==> src/rtl/dma_sched_pkg.sv <==
// -----------------------------------------------------------------------------
// dma_sched_pkg
// Shared types and constants for the ping/pong AXI DMA scheduler:
//   - state_e   : scheduler FSM states
//   - dma_reg_e : logical DMA register selector
//   - wr_req_t  : one AXI-Lite register write (address + data)
//   - Xilinx AXI DMA simple-mode register offsets for MM2S and S2MM
//   - control/status words written to DMACR / DMASR
// -----------------------------------------------------------------------------
package dma_sched_pkg;

  typedef enum logic [2:0] {
    ST_IDLE,
    ST_WR_CR,
    ST_WR_ADDR,
    ST_WR_LEN,
    ST_WAIT_IRQ,
    ST_WR_SR,
    ST_ERROR
  } state_e;

  typedef enum logic [1:0] {
    REG_CR,
    REG_SR,
    REG_ADDR,
    REG_LEN
  } dma_reg_e;

  typedef struct packed {
    logic [31:0] addr;
    logic [31:0] data;
  } wr_req_t;

  // MM2S channel, simple mode
  localparam logic [31:0] MM2S_DMACR  = 32'h0000_0000;
  localparam logic [31:0] MM2S_DMASR  = 32'h0000_0004;
  localparam logic [31:0] MM2S_SA     = 32'h0000_0018;
  localparam logic [31:0] MM2S_LENGTH = 32'h0000_0028;

  // S2MM channel, simple mode
  localparam logic [31:0] S2MM_DMACR  = 32'h0000_0030;
  localparam logic [31:0] S2MM_DMASR  = 32'h0000_0034;
  localparam logic [31:0] S2MM_DA     = 32'h0000_0048;
  localparam logic [31:0] S2MM_LENGTH = 32'h0000_0058;

  // RS (run) + IOC_IrqEn
  localparam logic [31:0] DMACR_RUN_IOC = 32'h0000_1001;
  // Write-1-to-clear of the IOC interrupt flag
  localparam logic [31:0] DMASR_IOC_CLR = 32'h0000_1000;

  localparam logic [1:0] RESP_OKAY = 2'b00;

  // Byte offset of a logical register within the selected channel.
  function automatic logic [31:0] reg_offset(input logic s2mm, input dma_reg_e r);
    logic [31:0] off;
    case (r)
      REG_CR:   off = s2mm ? S2MM_DMACR  : MM2S_DMACR;
      REG_SR:   off = s2mm ? S2MM_DMASR  : MM2S_DMASR;
      REG_ADDR: off = s2mm ? S2MM_DA     : MM2S_SA;
      REG_LEN:  off = s2mm ? S2MM_LENGTH : MM2S_LENGTH;
      default:  off = '0;
    endcase
    return off;
  endfunction

endpackage

==> src/rtl/dma_pingpong_sched_if.sv <==
// -----------------------------------------------------------------------------
// dma_pingpong_sched_if
// AXI4-Lite write-only channel bundle (AW, W, B) used between the scheduler
// and the AXI-Lite interconnect.
//   master : drives awaddr/awvalid, wdata/wstrb/wvalid, bready
//   slave  : drives awready, wready, bresp/bvalid
// -----------------------------------------------------------------------------
interface dma_pingpong_sched_if;

  logic [31:0] awaddr;
  logic        awvalid;
  logic        awready;
  logic [31:0] wdata;
  logic [3:0]  wstrb;
  logic        wvalid;
  logic        wready;
  logic [1:0]  bresp;
  logic        bvalid;
  logic        bready;

  modport master (
    output awaddr, awvalid, wdata, wstrb, wvalid, bready,
    input  awready, wready, bresp, bvalid
  );

  modport slave (
    input  awaddr, awvalid, wdata, wstrb, wvalid, bready,
    output awready, wready, bresp, bvalid
  );

endinterface

==> src/rtl/axil_wr_master.sv <==
// -----------------------------------------------------------------------------
// axil_wr_master
// Issues a single AXI4-Lite register write per i_start pulse.
//   aclk, aresetn : clock, asynchronous active-low reset
//   i_start       : launch a write with i_req (ignored while one is in flight)
//   i_req         : address and data of the write, captured on i_start
//   o_done        : B handshake with OKAY response (combinational, 1 cycle)
//   o_err         : B handshake with any other response (combinational, 1 cycle)
//   m_axil        : AW/W/B master port
// AW and W are raised together and each drops on its own handshake, so the
// slave may accept them in either order or in the same cycle. bready stays
// high for the whole transaction and its fall marks the end of the write.
// -----------------------------------------------------------------------------
module axil_wr_master
  import dma_sched_pkg::*;
(
  input  logic                 aclk,
  input  logic                 aresetn,
  input  logic                 i_start,
  input  wr_req_t              i_req,
  output logic                 o_done,
  output logic                 o_err,
  dma_pingpong_sched_if.master m_axil
);

  logic [31:0] r_awaddr;
  logic [31:0] r_wdata;
  logic        r_awvalid;
  logic        r_wvalid;
  logic        r_bready;
  logic        w_b_fire;

  assign w_b_fire = r_bready & m_axil.bvalid;

  // NOTE: sequential state is updated with non-blocking assignments only, so
  // every register in this block samples pre-edge values regardless of order.
  always_ff @(posedge aclk or negedge aresetn) begin
    if (!aresetn) begin
      r_awaddr  <= '0;
      r_wdata   <= '0;
      r_awvalid <= 1'b0;
      r_wvalid  <= 1'b0;
      r_bready  <= 1'b0;
    end else if (i_start && !r_bready) begin
      r_awaddr  <= i_req.addr;
      r_wdata   <= i_req.data;
      r_awvalid <= 1'b1;
      r_wvalid  <= 1'b1;
      r_bready  <= 1'b1;
    end else begin
      if (r_awvalid && m_axil.awready) r_awvalid <= 1'b0;
      if (r_wvalid && m_axil.wready)   r_wvalid  <= 1'b0;
      // A response closes the transaction outright; a slave that answers
      // early must not leave a stale valid behind.
      if (w_b_fire) begin
        r_bready  <= 1'b0;
        r_awvalid <= 1'b0;
        r_wvalid  <= 1'b0;
      end
    end
  end

  assign m_axil.awaddr  = r_awaddr;
  assign m_axil.awvalid = r_awvalid;
  assign m_axil.wdata   = r_wdata;
  assign m_axil.wstrb   = 4'hF;
  assign m_axil.wvalid  = r_wvalid;
  assign m_axil.bready  = r_bready;

  assign o_done = w_b_fire & (m_axil.bresp == RESP_OKAY);
  assign o_err  = w_b_fire & (m_axil.bresp != RESP_OKAY);

endmodule

==> src/rtl/dma_pingpong_sched.sv <==
// -----------------------------------------------------------------------------
// dma_pingpong_sched
// Drives one Xilinx AXI DMA channel (simple mode) over AXI4-Lite, alternating
// between a ping and a pong buffer without processor involvement.
//   aclk, aresetn         : clock, asynchronous active-low reset
//   enable                : 1 = keep looping; 0 = stop after the current buffer
//   ping_addr, pong_addr  : buffer byte addresses, sampled at each ADDR write
//   xfer_len              : bytes per buffer, sampled at each LENGTH write
//   dma_irq               : DMA channel interrupt (level)
//   buf_done, buf_idx     : one-cycle completion pulse and the buffer it names
//   busy                  : high outside IDLE and ERROR
//   error                 : sticky, set by a non-OKAY write response
//   m_axil                : AXI4-Lite write master towards the DMA registers
// Sequence: DMACR once, then per buffer ADDR, LENGTH, wait irq, DMASR W1C.
// -----------------------------------------------------------------------------
module dma_pingpong_sched
  import dma_sched_pkg::*;
#(
  parameter logic [31:0] REG_BASE = 32'h4000_0000,
  parameter bit          DIR_S2MM = 1'b1,
  parameter int          LEN_W    = 26
) (
  input  logic                 aclk,
  input  logic                 aresetn,
  input  logic                 enable,
  input  logic [31:0]          ping_addr,
  input  logic [31:0]          pong_addr,
  input  logic [LEN_W-1:0]     xfer_len,
  input  logic                 dma_irq,
  output logic                 buf_done,
  output logic                 buf_idx,
  output logic                 busy,
  output logic                 error,
  dma_pingpong_sched_if.master m_axil
);

  state_e      r_state;
  logic        r_cur_buf;
  logic        r_start;
  wr_req_t     r_req;
  logic        r_buf_done;
  logic        r_buf_idx;
  logic        r_busy;
  logic        r_error;

  logic        w_wr_done;
  logic        w_wr_err;
  logic [31:0] w_len_ext;

  assign w_len_ext = {{(32-LEN_W){1'b0}}, xfer_len};

  function automatic wr_req_t make_req(input dma_reg_e r, input logic [31:0] d);
    wr_req_t q;
    q.addr = REG_BASE + reg_offset(DIR_S2MM, r);
    q.data = d;
    return q;
  endfunction

  function automatic wr_req_t addr_req(input logic which);
    return make_req(REG_ADDR, which ? pong_addr : ping_addr);
  endfunction

  axil_wr_master u_wr (
    .aclk    (aclk),
    .aresetn (aresetn),
    .i_start (r_start),
    .i_req   (r_req),
    .o_done  (w_wr_done),
    .o_err   (w_wr_err),
    .m_axil  (m_axil)
  );

  // Every WR_* state is entered together with a one-cycle r_start, so the
  // write launches as the state is taken and the state is left on its B beat.
  always_ff @(posedge aclk or negedge aresetn) begin
    if (!aresetn) begin
      r_state    <= ST_IDLE;
      r_cur_buf  <= 1'b0;
      r_start    <= 1'b0;
      r_req      <= '0;
      r_buf_done <= 1'b0;
      r_buf_idx  <= 1'b0;
      r_busy     <= 1'b0;
      r_error    <= 1'b0;
    end else begin
      r_start    <= 1'b0;
      r_buf_done <= 1'b0;

      case (r_state)
        ST_IDLE: begin
          if (enable) begin
            r_state <= ST_WR_CR;
            r_busy  <= 1'b1;
            r_start <= 1'b1;
            r_req   <= make_req(REG_CR, DMACR_RUN_IOC);
          end
        end

        ST_WR_CR: begin
          if (w_wr_done) begin
            r_state <= ST_WR_ADDR;
            r_start <= 1'b1;
            r_req   <= addr_req(r_cur_buf);
          end
        end

        ST_WR_ADDR: begin
          if (w_wr_done) begin
            r_state <= ST_WR_LEN;
            r_start <= 1'b1;
            r_req   <= make_req(REG_LEN, w_len_ext);
          end
        end

        // The LENGTH write starts the transfer; from here only the irq matters.
        ST_WR_LEN: begin
          if (w_wr_done) r_state <= ST_WAIT_IRQ;
        end

        ST_WAIT_IRQ: begin
          if (dma_irq) begin
            r_state <= ST_WR_SR;
            r_start <= 1'b1;
            r_req   <= make_req(REG_SR, DMASR_IOC_CLR);
          end
        end

        // enable is only looked at here, so a buffer already started always
        // reaches its interrupt acknowledge before the loop stops.
        ST_WR_SR: begin
          if (w_wr_done) begin
            r_buf_done <= 1'b1;
            r_buf_idx  <= r_cur_buf;
            r_cur_buf  <= ~r_cur_buf;
            if (enable) begin
              r_state <= ST_WR_ADDR;
              r_start <= 1'b1;
              r_req   <= addr_req(~r_cur_buf);
            end else begin
              r_state <= ST_IDLE;
              r_busy  <= 1'b0;
            end
          end
        end

        ST_ERROR: begin
          r_busy <= 1'b0;
        end

        default: begin
          r_state <= ST_ERROR;
          r_busy  <= 1'b0;
          r_error <= 1'b1;
        end
      endcase

      // Any rejected write parks the scheduler until reset.
      if (w_wr_err) begin
        r_state <= ST_ERROR;
        r_start <= 1'b0;
        r_busy  <= 1'b0;
        r_error <= 1'b1;
      end
    end
  end

  assign buf_done = r_buf_done;
  assign buf_idx  = r_buf_idx;
  assign busy     = r_busy;
  assign error    = r_error;

endmodule

==> src/flat_wrapper.sv <==
// flat-port wrapper written by rule: the top's interface ports become plain ports
module dma_pingpong_sched_flat import dma_sched_pkg::*;
#(
  parameter logic [31:0] REG_BASE = 32'h4000_0000,
  parameter bit          DIR_S2MM = 1'b1,
  parameter int          LEN_W    = 26
)
  (aclk, aresetn, enable, ping_addr, pong_addr, xfer_len, dma_irq, buf_done, buf_idx, busy, error, m_axil_awaddr, m_axil_awvalid, m_axil_wdata, m_axil_wstrb, m_axil_wvalid, m_axil_bready, m_axil_awready, m_axil_wready, m_axil_bresp, m_axil_bvalid);
  dma_pingpong_sched_if m_axil_i ();
  input  logic aclk;
  input  logic aresetn;
  input  logic enable;
  input  logic [31:0] ping_addr;
  input  logic [31:0] pong_addr;
  input  logic [LEN_W-1:0] xfer_len;
  input  logic dma_irq;
  output logic buf_done;
  output logic buf_idx;
  output logic busy;
  output logic error;
  output wire logic [$bits(m_axil_i.awaddr)-1:0] m_axil_awaddr;
  output wire logic [$bits(m_axil_i.awvalid)-1:0] m_axil_awvalid;
  output wire logic [$bits(m_axil_i.wdata)-1:0] m_axil_wdata;
  output wire logic [$bits(m_axil_i.wstrb)-1:0] m_axil_wstrb;
  output wire logic [$bits(m_axil_i.wvalid)-1:0] m_axil_wvalid;
  output wire logic [$bits(m_axil_i.bready)-1:0] m_axil_bready;
  input wire logic [$bits(m_axil_i.awready)-1:0] m_axil_awready;
  input wire logic [$bits(m_axil_i.wready)-1:0] m_axil_wready;
  input wire logic [$bits(m_axil_i.bresp)-1:0] m_axil_bresp;
  input wire logic [$bits(m_axil_i.bvalid)-1:0] m_axil_bvalid;
  assign m_axil_awaddr = m_axil_i.awaddr;
  assign m_axil_awvalid = m_axil_i.awvalid;
  assign m_axil_wdata = m_axil_i.wdata;
  assign m_axil_wstrb = m_axil_i.wstrb;
  assign m_axil_wvalid = m_axil_i.wvalid;
  assign m_axil_bready = m_axil_i.bready;
  assign m_axil_i.awready = m_axil_awready;
  assign m_axil_i.wready = m_axil_wready;
  assign m_axil_i.bresp = m_axil_bresp;
  assign m_axil_i.bvalid = m_axil_bvalid;
  dma_pingpong_sched #(.REG_BASE(REG_BASE), .DIR_S2MM(DIR_S2MM), .LEN_W(LEN_W)) u_core (.aclk(aclk), .aresetn(aresetn), .enable(enable), .ping_addr(ping_addr), .pong_addr(pong_addr), .xfer_len(xfer_len), .dma_irq(dma_irq), .buf_done(buf_done), .buf_idx(buf_idx), .busy(busy), .error(error), .m_axil(m_axil_i));
endmodule
==> config.mk <==
export PLATFORM = sky130hd
export DESIGN_NAME = dma_pingpong_sched_flat
export DESIGN_NICKNAME = d
export VERILOG_FILES = /design/src/rtl/dma_sched_pkg.sv /design/src/rtl/dma_pingpong_sched_if.sv /design/src/rtl/axil_wr_master.sv /design/src/rtl/dma_pingpong_sched.sv /design/src/flat_wrapper.sv
export SDC_FILE = /design/constraint.sdc
export NUM_CORES = 1
export LEC_CHECK = 0
export BUFFER_PORTS_ARGS = -buffer_cell sky130_fd_sc_hd__buf_4
export CORE_ASPECT_RATIO = 0.7
export CORE_UTILIZATION = 25
export CTS_CLUSTER_SIZE = 8
export DETAILED_ROUTE_END_ITERATION = 16
export PLACE_DENSITY = 0.44
export SLEW_MARGIN = 40
export SYNTH_ARGS = -nofsm -noshare
export SYNTH_HDL_FRONTEND = slang
export SYNTH_HIERARCHICAL = 1
export SYNTH_SLANG_ARGS = --single-unit
==> constraint.sdc <==
create_clock -name aclk -period 2.7 [get_ports aclk]
set_input_delay 0.81 -clock aclk [delete_from_list [all_inputs] [get_ports aclk]]
set_output_delay 0.81 -clock aclk [all_outputs]
set_load 0.01 [all_outputs]
==> impl_metrics.csv <==
group,metric,value,unit
global_routing,grtUsageTotal,13.3,%
floorplanning,die_area,23000,um2
drt,first_iter_violations,158,
hold_path,hold_class,"in2async",
logic_synthesis,synth_mux_area_share,26.0,%
critical_path,r2r_end,"u_core/r_req[21]",
clock_network,cts_setup_buffers,0,
drt,wire_per_inst,16.5,um
logic_synthesis,syn_area,5590,um2
clock_network,cts_buffers,17,
global_routing,grt_start_max_net_pins,59,
floorplanning,die_height,127,um
critical_path,worstSetupPathType,"reg2reg",
sta,setup_ws,625,ps
critical_path,path_buf_inv,0,
clock_network,clk_pin_slew,60,ps
layout,layout-drive-gt1-share,48.9,%
status,status,"completed",
drt,dr.pass1.iters,4,
clock_network,holdBufCountCts,0,
drt,vias_per_cell,4.46,
global_routing,grt.busiest_layer,"met2",
critical_path,start_kind,"flop",
critical_path,crit_path_top_delay_cell,"dfrtp_1",
logic_synthesis,yosys.cell_types.count,51,
drt,ant_nets,0,
sta,fin_crit_sh,76.8,%
clock_network,clockBufferDepth,2,
critical_path,crit_family,"flip-flops",
floorplanning,die_w,181,um
clock_network,htreeDepth,4,
floorplanning,pin_count,174,
global_routing,grtUsageMet1,18.8,%
job,maxCapViolations,0,
logic_synthesis,ys.flop_type,"dfrtp_1",
logic_synthesis,synth_top_family_by_area,"multiplexers",
clock_network,cts_tree,"done",
critical_path,endpoint_kind,"flop",
sta,worst_pin_slew,637,ps
clock_network,cts_sinks,113,
sta,rsz0062_at_grt,"false",
critical_path,slowest_delay,750,ps
layout,fin_area,7740,um2
sta,drv_slew,0,
critical_path,critPathMaxFanout,20,
power_and_ir_drop,power_density,1050,nW/um2
placed_design,dp_hpwl,10600,um
logic_synthesis,synthSimpleGateAreaFrac,3.56,%
sta,slew_headroom,57.5,%
placed_design,routabilityCongestion,0.754,
floorplanning,rows,45,
sta,hold_viol,0,
layout,area_growth,38.4,%
global_routing,grtUsageMet2,19.1,%
drt,routed_wl,14800,um
sta,finalSetupViolations,0,
floorplanning,fp.coreArea,21800,um2
drt,drc,0,
critical_path,reg2regPathDepth,4,
logic_synthesis,synthAdderAreaFrac,0,%
logic_synthesis,synth_warnings,6,
logic_synthesis,synth_xor_area_share,0.649,%
logic_synthesis,avgSynthCellArea,13.9,um2
logic_synthesis,ys_seq_elements,113,
floorplanning,start_util,25.7,%
global_routing,grt-ovfl-total,0,
logic_synthesis,async_flop_share,100,%
placed_design,dpl_cell_area,7150,um2
sta,fmax,482,MHz
drt,via_count,3990,
placed_design,place_ws,269,ps
global_routing,grt_pass1_vias,4127,
clock_network,cts_root_buffer,"clkbuf_16",
layout,antenna_cells,0,
critical_path,crit_required,3030,ps
clock_network,cts_resized,0,
logic_synthesis,synthCells,403,
critical_path,crit-reg2reg-launch,"u_core/r_state[0]",
layout,final_nets,699,
sta,fin_crit,2070,ps
logic_synthesis,seq_area_frac_synth,50.6,%
critical_path,cp_cell_sequence,"or3b_1 > o22ai_1 > a21oi_1 > o2bb2ai_1",
clock_network,insertion_delay,420,ps
placed_design,port_buffers,169,
sta,finalSetupTns,0,ps
critical_path,r2r_slack,630,ps
logic_synthesis,synth-edff-count,0,
power_and_ir_drop,p_leak,3.61,nW
global_routing,use_met3,4.05,%
global_routing,antenna_found_initial,0,
logic_synthesis,synth_compound_area_share,12.8,%
sta,final.setup_skew,6.49,ps
critical_path,worstPathArrival,2410,ps
power_and_ir_drop,vdd_drop_max,511,uV
global_routing,grt_pass1_wl,23300,um
where the power goes:
group	total [mW]	leakage (nW)	switching, mW	internal, mW
logic	3.20	1.86	1.39	1.81
registers	2.75	1.47	0.458	2.29
clock network	2.16	0.272	0.814	1.35
sequential cells by signal, indices dropped and copies added (netlist names), 3 cells and up:
signal	flops
u_core/r_req	37
u_core/u_wr/m_axil.awaddr	32
u_core/u_wr/m_axil.wdata	32
u_core/r_state	3
per-layer routing:
layer  part of all wire [%]  vias to the layer above
met2                     42                      123
met1                     51                     1996
met4                    1.2                        0
li1                       -                     1856
met5                      0                        -
met3                    5.6                       15
worst max-delay path by stage:
| stage | startpoint | end | cells after the start |
|---|---|---|---|
| 2_1_floorplan | m_axil_bvalid | u_core/r_req[1] | 8 |
| 3_3_place_gp | m_axil_bvalid | u_core/r_state[0] | 8 |
| 3_5_place_dp | m_axil_bvalid | u_core/r_state[0] | 8 |
| 4_1_cts | u_core/r_state[0] | u_core/r_req[21] | 4 |
| 5_1_grt | u_core/r_state[0] | u_core/r_req[17] | 5 |
| 6_report | u_core/r_state[0] | u_core/r_req[21] | 4 |
Yosys cell counts (all sizes together) (2+ instances only):
cell	number	share of area, %
a21oi	19	1.7
a22oi	11	1.5
a311o	2	0.36
a31oi	2	0.22
buf	29	5.4
clkbuf	6	0.40
conb	2	0.13
dfrtp	113	51
inv	8	0.54
mux2	78	20
mux2i	35	6.3
nand2	5	0.38
nand2b	4	0.45
nand3	3	0.36
nand3b	2	0.27
nor2	5	0.34
nor2b	3	0.38
nor3	3	0.27
o21a	5	0.67
o21ai	5	0.51
o22ai	13	1.5
o2bb2ai	30	4.7
o32a	2	0.36
o32ai	2	0.31
xnor2	2	0.65
final cells by class:
cell class / count / area, um2
clock inverter: 14 / 141
clock buffer: 18 / 429
sequential: 113 / 2830
inverter: 8 / 30.0
multi-input combinational: 275 / 2520
tap: 282 / 353
fill: 2147 / 14100
timing repair buffer: 185 / 1430
worst reg2reg max path: cells and delay by family, from the launching register on:
family	cells	cell delay, ps
and+or+nand+nor	1	710
DFF	1	750
AOI/OAI and AO/OA	3	550
stage by stage:
step | total power, mW | instances | hold slack [ps] | utilization, %
after global routing | 8.60 | 895 | 301 | 35.5
final | 8.11 | 895 | 294 | 35.5
after detailed placement | 5.97 | 862 | 474 | 32.8
after global placement | 5.89 | 862 | 469 | 32.8
after CTS | 8.19 | 894 | 295 | 35.4
after floorplan | 4.78 | 431 | 435 | -
layout by cell type (no fill, tap or decap), types with 2 or more instances in the layout:
cell / synthesis / routed
bufinv_16: 0 / 2
inv_1: 8 / 8
nand2b_1: 4 / 4
o2bb2ai_1: 30 / 30
o21ai_0: 3 / 3
a22oi_1: 11 / 11
mux2_2: 16 / 16
a31oi_1: 2 / 2
nor3_1: 3 / 3
buf_4: 6 / 181
mux2i_1: 35 / 35
dfrtp_1: 113 / 112
nand3_1: 2 / 2
a21oi_1: 19 / 19
o32ai_1: 2 / 2
clkinv_2: 0 / 5
nand2_1: 4 / 4
buf_12: 7 / 3
o22ai_1: 13 / 13
o21a_1: 5 / 5
clkbuf_16: 0 / 17
a311o_1: 2 / 2
nor2_1: 5 / 5
nor2b_1: 2 / 2
clkinv_4: 0 / 2
conb_1: 2 / 30
clkinvlp_4: 0 / 4
mux2_4: 60 / 60
mux2_1: 2 / 2
o32a_1: 2 / 2
nand3b_1: 2 / 2
cells by family after synthesis:
group	after synthesis
mux	113
flops	113
compound gates	98
buf+inv	43
simple gates	32
xor+xnor	2
other cells	2
No activity file was read; power rests on OpenSTA's default activity.
